File: src/rtl/tdm_demux2.sv
// Two-channel TDM demultiplexer: locks onto the channel-0 sync marker, pairs each
// channel-0 sample with the following channel-1 sample and presents both at once.
module tdm_demux2 #(
    parameter int W = 8
) (
    input  logic         clk_i,
    input  logic         rst_n_i,
    input  logic [W-1:0] d_i,
    input  logic         dv_i,
    input  logic         sync_i,
    input  logic         clr_err_i,
    output logic [W-1:0] y0_o,
    output logic [W-1:0] y1_o,
    output logic         yv_o,
    output logic         s0_o,
    output logic         locked_o,
    output logic         err_o,
    output logic [7:0]   frame_cnt_o
);

    typedef enum logic [1:0] {
        HUNT = 2'd0,
        CH0  = 2'd1,
        CH1  = 2'd2
    } state_t;

    state_t       state_q, state_d;
    logic [W-1:0] h_q, h_d;
    logic [W-1:0] y0_q, y0_d;
    logic [W-1:0] y1_q, y1_d;
    logic         yv_q, yv_d;
    logic         err_q, err_d;
    logic [7:0]   cnt_q, cnt_d;

    always_ff @(posedge clk_i or negedge rst_n_i) begin
        if (!rst_n_i) begin
            state_q <= HUNT;
        end else begin
            state_q <= state_d;
        end
    end

    always_comb begin
        state_d = state_q;
        if (dv_i) begin
            case (state_q)
                HUNT:    if (sync_i) state_d = CH1;
                CH0:     state_d = CH1;
                CH1:     if (!sync_i) state_d = CH0;
                default: state_d = HUNT;
            endcase
        end
    end

    // A sync seen while waiting for channel 1 restarts the frame on the new sample.
    always_comb begin
        h_d   = h_q;
        y0_d  = y0_q;
        y1_d  = y1_q;
        yv_d  = 1'b0;
        err_d = err_q;
        cnt_d = cnt_q;
        if (clr_err_i) begin
            err_d = 1'b0;
        end
        if (dv_i) begin
            case (state_q)
                HUNT: begin
                    if (sync_i) h_d = d_i;
                end
                CH0: begin
                    h_d = d_i;
                end
                CH1: begin
                    if (sync_i) begin
                        err_d = 1'b1;
                        h_d   = d_i;
                    end else begin
                        y0_d  = h_q;
                        y1_d  = d_i;
                        yv_d  = 1'b1;
                        cnt_d = cnt_q + 8'd1;
                    end
                end
                default: ;
            endcase
        end
    end

    always_ff @(posedge clk_i or negedge rst_n_i) begin
        if (!rst_n_i) begin
            h_q   <= '0;
            y0_q  <= '0;
            y1_q  <= '0;
            yv_q  <= 1'b0;
            err_q <= 1'b0;
            cnt_q <= 8'd0;
        end else begin
            h_q   <= h_d;
            y0_q  <= y0_d;
            y1_q  <= y1_d;
            yv_q  <= yv_d;
            err_q <= err_d;
            cnt_q <= cnt_d;
        end
    end

    always_comb begin
        s0_o        = (state_q == CH1);
        locked_o    = (state_q != HUNT);
        y0_o        = y0_q;
        y1_o        = y1_q;
        yv_o        = yv_q;
        err_o       = err_q;
        frame_cnt_o = cnt_q;
    end

endmodule

File: config.mk
export PLATFORM = sky130hd
export DESIGN_NAME = tdm_demux2
export DESIGN_NICKNAME = d
export VERILOG_FILES = /design/src/rtl/tdm_demux2.sv
export SDC_FILE = /design/constraint.sdc
export NUM_CORES = 1
export LEC_CHECK = 0
export ABC_AREA = 0
export BUFFER_PORTS_ARGS = -buffer_cell sky130_fd_sc_hd__buf_2
export CORE_MARGIN = 8
export CORE_UTILIZATION = 57
export CTS_BUF_LIST = sky130_fd_sc_hd__clkbuf_4
export CTS_CLUSTER_SIZE = 8
export DETAILED_ROUTE_END_ITERATION = 10
export MAX_ROUTING_LAYER = met4
export PLACE_DENSITY = 0.87
export SLEW_MARGIN = 40
export SYNTH_ARGS = -nofsm -noshare
export SYNTH_HDL_FRONTEND = slang
export SYNTH_SLANG_ARGS = --single-unit
File: constraint.sdc
create_clock -name clk_i -period 2.7 [get_ports clk_i]
set_input_delay 0.675 -clock clk_i [delete_from_list [all_inputs] [get_ports clk_i]]
set_output_delay 0.675 -clock clk_i [all_outputs]
set_load 0.01 [all_outputs]
[Word-level counts from Yosys, hierarchy flattened]
Index checks and enable logic that the tools add are counted.
Cells by class
  eq/ne operators: 5
  $add $sub $neg: 1
  bitwise gates (word level): 1
  reduce and logical (&&, ||, !) cells: 7
  multiplexer cells: 12
Operators by type and width (count)
  8-bit one-hot mux with 2 select lines: 1
  3-bit AND reduction: 3
  8-bit by 1-bit adder with 8-bit output (second input constant): 1
  8-bit 2-to-1 mux: 1
  1-bit 2-to-1 mux: 7
  2-bit one-hot mux with 3 select lines: 1
  2-bit 2-to-1 mux: 2
  2-bit != test (second input constant): 2
  2-bit nonzero test: 2
  2-bit by 1-bit equality test with 1-bit output (second input constant): 1
  2-bit equality test (second input constant): 1
  2-bit zero test: 1
  2-bit by 1-bit != test with 1-bit output (second input constant): 1
  2-bit OR reduction: 1
  1-bit inverter: 1
Storage, ports and cells
  output and inout port bits: 28
  register bits: 36

[Depth between registers and ports, before layout]
Gate-level depths: netlist of run 1.
  word-level depth: 4
  gate-level depth with buffers: 5
  gate-level depth less buffers: 3

[Least setup slack after synthesis of run 1]
OpenSTA, ideal clock, no wires.
  path type: input port to flip-flop
  start: in sync_i
  end: reg y1_q[4], in the netlist y1_o[4]
  library setup time: 0.125 ns
  path slack: 1.053 ns
  data required time: 2.575 ns
  data arrival time: 1.522 ns
  cell stages on the path: 4
  cells stage by stage: and4bb_1 -> buf_6 -> buf_6 -> mux2_2
Between the ends
  cells in the longest elaborated chain, start to end: 2
RTL lines
  from (decl): RTL line 10  | input logic sync_i,
  1-bit inverter (no line)
  3-bit AND reduction (no line)
  to (signal assigned): RTL line 101  | y1_q <= y1_d;
  to (decl): RTL line 30  | logic [W-1:0] y1_q, y1_d;
No other way between the ends.
A chain may end at the register's enable or synchronous reset.

[Worst setup path after layout of run 1]
  start: reg state_q[0]
  end: out locked_o
Between the ends
  cells in the longest elaborated chain, start to end: 1
RTL lines
  from (decl): RTL line 27  | state_t state_q, state_d;
  from (signal assigned): RTL line 39  | state_q <= state_d;
  2-bit nonzero test: RTL line 110  | locked_o = (state_q != HUNT);
  to (decl): RTL line 16  | output logic locked_o,
No other way between the ends.

==> metrics.csv, run 1 <==
metric;value;unit
CTS Hold Buffers Added;0;
pin count of the biggest net entering global routing;37;
Worst Path Arrival;1.18;ns
worst slew pin tran;0.438;ns
Core Rows;18;
Crit Path Category;flop to primary output;
crit-path max cell delay;0.43;ns
Die ar.;4350;µm²
Die Ht;66.0;µm
Vias/cell;5.26;
Clock Sinks;36;
post-synthesis sequential area ratio;63.3;%
Critical Path Slowest Stage Cell;dfrtp_1;
core area;2430;µm²
Leak Pwr;0.842;nW
status;completed;
Post-Syn Area;1420;µm²
Final Skew;0.00610;ns
Final Max Slew Viols;0;
final net count;151;
Root Buffer;clkbuf_4;
first-pass GRT wire length;4.51;mm
First DRT Iteration DRCs;40;
clk_lat worst skew;0.33;ns
starting density of the core;58.5;%
drt first pass iters;4;
CTS tree;built;
Tmin final;1.85;ns
max-cap violations;0;
fillers;180;
CTS buffer count;5;
Post-Synthesis Net Count;106;
Mapped Avg Cell Area;15.5;µm²
Yosys cell types;19;
n_diodes;0;
DR WL/cell;16.5;µm
Syn-to-layout area delta;18.7;%
initial antenna violation count;0;
Final Hold Fails;0;
number of global-route vias before repair;954;
CP cell instances;or2_2 -> buf_2;
VDD IR max;0.542;mV
Worst-path clk slew;0.10;ns
Yosys reg bits;36;
Rel. slew slack;70.8;%
H-tree depth;2;
area leader, netlist;dfrtp_1;
Post-CTS Resized;0;
pwr/cell area;916;nW/µm²
RSZ-0062 raised after global routing;no;
routed wire length;2.78;mm
proportion of layout cells with a drive suffix above 1;54.3;%
Core Util, Final;69.5;%
top-area cell type share of the netlist area;63.3;%
Hold WS;0.284;ns
DIE WIDTH;66.0;µm
drt drc;0;
Syn. warnings;0;
CP required;2.03;ns
gr ovfl total;0;
class of the worst hold path;input pin to async pin;
critical-path maximum fanout;6;
maximum clock frequency;0.539;GHz
num ports;41;
DP HPWL;2.05;mm
global-route usage over all layers;13.9;%
Final Setup Violations;0;
Tcrit/Tclk final;68.7;%
GP Congestion;0.792;
postcts setup bufs;0;
Setup crit end kind;primary output;
number of port buffers;40;
worst-case clock buffer depth;2;
detailed-route via count;884;
Critical Path Start Type;flop;
setup TNS;0;ns
ranking of synthesized cells by area;dfrtp_1 63%, mux2_2 20%, xnor2_1 3.7%, nand4_1 1.8%, buf_6 1.6%;
post-synthesis instance total;92;
Final ANT Viol Nets;0;
## layout by cell type, fill, tap and decap left out
cell type   n
buf_2      39
dfrtp_1    36
mux2_2     25
clkbuf_4    7
xnor2_1     6
nand4_1     4
inv_1       3
nor2b_1     2
and3_1      2
nand2_1     2
buf_4       2
or2_2       1
nor2_1      1
a32o_1      1
and4bb_1    1
xor2_1      1
o21ai_4     1
a21o_1      1
o21ai_0     1
ha_1        1
clkinv_1    1
## per-layer routing
layer / vias up / GRT usage (%) / wire [µm]
li1: 408 / - / -
met1: 451 / 15.1 / 1100
met2: 22 / 22.4 / 1460
met3: 3 / 6.27 / 199
met4: 0 / 4.53 / 17
met5: - / - / 0
## synthesized netlist by cell type
library cell and number:
a21o_1 1, a32o_1 1, and3_1 2, and4bb_1 1
buf_6 2, buf_8 1, dfrtp_1 36, ha_1 1
inv_1 3, mux2_2 25, nand2_1 2, nand4_1 4
nor2_1 1, nor2b_1 2, o21ai_0 1, o21ai_4 1
or2_2 1, xnor2_1 6, xor2_1 1
## layout make-up
| cell class | instances | area (µm²) | area share (%) |
|---|---|---|---|
| sequential | 36 | 901 | 53.3 |
| timing repair buffer | 41 | 210 | 12.4 |
| inverter | 3 | 11.3 | 0.666 |
| clock buffer | 7 | 52.6 | 3.11 |
| tap | 30 | 37.5 | 2.22 |
| multi-input combinational | 50 | 474 | 28.1 |
| clock inverter | 1 | 3.75 | 0.222 |
## worst paths after layout
kind | startpoint | end | slack [ns] | cells past startpoint
hold reg to reg | frame_cnt_o[7] | frame_cnt_o[7] | 0.48 | 1
hold / removal | rst_n_i | y0_o[6] | 0.28 | 1
min in group clk_i | frame_cnt_o[7] | frame_cnt_o[7] | 0.48 | 1
setup reg to reg | state_q[0] | y0_o[5] | 1.20 | 3
max in group asynchronous | rst_n_i | y0_o[0] | 2.11 | 1
setup / recovery | state_q[0] | locked_o | 0.85 | 2
## report_power, final
group | total, W | switching (W) | internal, W
Sequential | 0.000811 | 0.000107 | 0.000704
Combinational | 0.000458 | 0.000219 | 0.000239
Clock | 0.000280 | 0.000159 | 0.000120
## critical path, delay by kind of cell, from the launching register on
kind                   cells  cell delay (ns)
buffers and inverters      1             0.14
flip-flops                 1             0.43
AND/OR/NAND/NOR            1             0.29
## state kept, by name, summed over array words and instances, names as in the netlist
name,count
frame_cnt_o,8
h_q,8
y0_o,8
y1_o,8
state_q,2
err_o,1
yv_o,1
## metrics by stage
stage	setup WS [ns]	power [W]	cell area (µm²)	cells
floorplan	1.05	0.00107	1420	92
global placement	0.872	0.00125	1630	160
detailed placement	0.826	0.00129	1630	160
CTS	0.820	0.00157	1690	168
global route	0.785	0.00165	1690	168
finish	0.846	0.00155	1690	168
## cells by family after synthesis
family                     share of synthesized area [%]
AOI/OAI and AO/OA                                   2.72
xor gates and xnor gates                            4.31
adders and majority gates                          0.879
buffers and inverters                               3.43
DFF                                                 63.3
muxes                                               19.8
and+or+nand+nor                                     5.62
No activity file was read; power rests on OpenSTA's default activity.
==> inputs of run 2 (changes only) <==
--- a/config.mk
+++ b/config.mk
@@ -8,12 +8,12 @@
 export ABC_AREA = 0
 export BUFFER_PORTS_ARGS = -buffer_cell sky130_fd_sc_hd__buf_2
 export CORE_MARGIN = 8
-export CORE_UTILIZATION = 57
+export CORE_UTILIZATION = 48
 export CTS_BUF_LIST = sky130_fd_sc_hd__clkbuf_4
 export CTS_CLUSTER_SIZE = 8
 export DETAILED_ROUTE_END_ITERATION = 10
 export MAX_ROUTING_LAYER = met4
-export PLACE_DENSITY = 0.87
+export PLACE_DENSITY = 0.78
 export SLEW_MARGIN = 40
 export SYNTH_ARGS = -nofsm -noshare
 export SYNTH_HDL_FRONTEND = slang
==> constraint.sdc (replaced) <==
create_clock -name clk_i -period 1.5 [get_ports clk_i]
set_input_delay 0.375 -clock clk_i [delete_from_list [all_inputs] [get_ports clk_i]]
set_output_delay 0.375 -clock clk_i [all_outputs]
set_load 0.01 [all_outputs]
==> run 2 against run 1 <==
The run now ends with setup timing left. Setup slack got worse by 0.88 ns. Sequential share of layout area decreased by 3.6 points. Global-route usage decreased by 1.3 points. Sequential power grew 79%. Power grew 84%. Largest cell class unchanged.
==> metrics.csv, run 2 (same netlist as run 1, synthesis figures left out) <==
metric;value;unit
core area;2780;µm²
pwr/cell area;1570;nW/µm²
Final Hold Fails;0;
DP HPWL;2.15;mm
Leak Pwr;0.904;nW
sw frac;31.8;%
max-cap violations;0;
Non-Filler Instances;178;
Vias/cell;5.10;
Core Rows;19;
most frequent cells in the layout;38 x buf_2, 36 x dfrtp_1, 22 x mux2_2, 6 x xnor2_1;
class of the worst hold path;input pin to flop;
sequential cell area;901;µm²
met2 wire length;1.64;mm
pin count of the biggest net entering global routing;20;
Worst-path clk slew;0.11;ns
drt first pass iters;3;
proportion of layout cells with a drive suffix above 1;57.8;%
Min-Delay Endpoint;h_q[3];
DR WL/cell;16.9;µm
CP required;1.72;ns
Root Buffer;clkbuf_4;
Die ar.;4970;µm²
status;finished, violations left;
Tcrit/Tclk final;102;%
Setup crit end kind;flop;
Comb pwr share;32.0;%
setup slack, reg-to-reg;-0.04;ns
initial antenna violation count;0;
dpl cells;166;
First DRT Iteration DRCs;27;
metal3 WL;117;µm
Core Util, Final;65.1;%
Die Ht;70.5;µm
slack of the critical path;-0.0364;ns
worst hold stages;2;
maximum clock frequency;0.651;GHz
Flop pwr share;50.9;%
H-tree depth;2;
Rel. slew slack;72.1;%
number of port buffers;40;
max layer used;met4;
n_diodes;0;
Crit Path Category;flop to flop;
Psw;0.000907;W
CTS buffer count;5;
setup TNS;-0.626;ns
leading cell type in the layout, fill and taps excluded;buf_2;
RSZ-0062 raised after global routing;yes;
drt drc;0;
critical-path maximum fanout;10;
Multi-input gate area;495;µm²
Worst Hold Launch;d_i[3];
final net count;160;
num ports;41;
Final Setup Violations;24;
P_int;0.00194;W
GP Congestion;0.703;
Critical Path Start Type;flop;
Clock Sinks;36;
detailed-route via count;908;
first-pass GRT wire length;4.82;mm
FF-to-FF path depth;4;
global-route usage over all layers;12.6;%
clk_lat worst skew;0.33;ns
Final Skew;0.00740;ns
worst-case clock buffer depth;2;
Tmin final;1.54;ns
DIE WIDTH;70.5;µm
failing checks;setup timing;
Final Max Slew Viols;0;
RR Startpoint;state_q[0];
routed wire length;3.02;mm
reg2reg end;y0_o[4];
fillers;208;
Final ANT Viol Nets;0;
Syn-to-layout area delta;27.2;%
CTS tree;built;
Worst Path Arrival;1.76;ns
pre-CTS setup slack;0.00629;ns
VDD IR max;1.04;mV
starting density of the core;51.2;%
gr ovfl total;0;
WL met1;1.21;mm
Clock Power Share;17.1;%
number of global-route vias before repair;955;
worst slew pin tran;0.419;ns
[run 2: changes by cell type in the layout (fill, tap and decap cells not counted), sizes merged]
cell / previous run / this run
buf: 41 / 49
clkbuf: 7 / 5
dlygate4sd3: 0 / 1
clkinv: 1 / 3
[run 2: metrics by stage]
stage	hold WS, ns	area (µm²)	power (W)
2_1_floorplan	0.0794	1420	0.00192
3_3_place_gp	0.324	1670	0.00227
3_5_place_dp	0.329	1670	0.00232
4_1_cts	0.268	1770	0.00283
5_1_grt	0.268	1810	0.00303
6_report	0.279	1810	0.00285
[run 2: power groups by stage]
stage | clock network (W) | logic (W) | registers (W)
2_1_floorplan | 0 | 0.000352 | 0.00157
3_3_place_gp | 0 | 0.000820 | 0.00146
3_5_place_dp | 0 | 0.000846 | 0.00148
4_1_cts | 0.000498 | 0.000881 | 0.00145
5_1_grt | 0.000540 | 0.000992 | 0.00150
6_report | 0.000486 | 0.000912 | 0.00145
[run 2: critical path, cell delays in order, from the launching register on]
cell      delay, ns
dfrtp_1        0.44
buf_6          0.14
and4bb_2       0.33
buf_6          0.16
mux2_2         0.34
[run 2: layout make-up]
class,instances,area share [%]
multi-input cells,50,27.3
well taps,31,2.14
repair buffers,50,17.3
clock inverters,3,0.760
flip-flops and latches,36,49.7
clock buffers,5,2.07
inverters,3,0.622
[run 2: what timing repair did]
action	in CTS	in global routing
endpoints found under the setup margin	1	27
buffers inserted	2	1
hold buffers	1	0
endpoints found under the hold margin	17	0
pin swaps	2	2
resized for setup	6	6
[run 2: how the worst max path moves through the flow]
stage	startpoint	to	cells after the start
after global placement	sync_i	y0_o[5]	4
final	state_q[0]	y0_o[4]	4
after CTS	state_q[0]	y1_o[4]	4
after global routing	state_q[0]	h_q[7]	5
after floorplan	state_q[0]	y1_o[4]	4
after detailed placement	sync_i	y1_o[4]	4
[run 2: routing by layer]
metal  vias up  track usage [%]
met2        22             20.7
met4         0             6.03
met3         5             4.38
li1        428                -
met5         -                -
met1       453             13.2
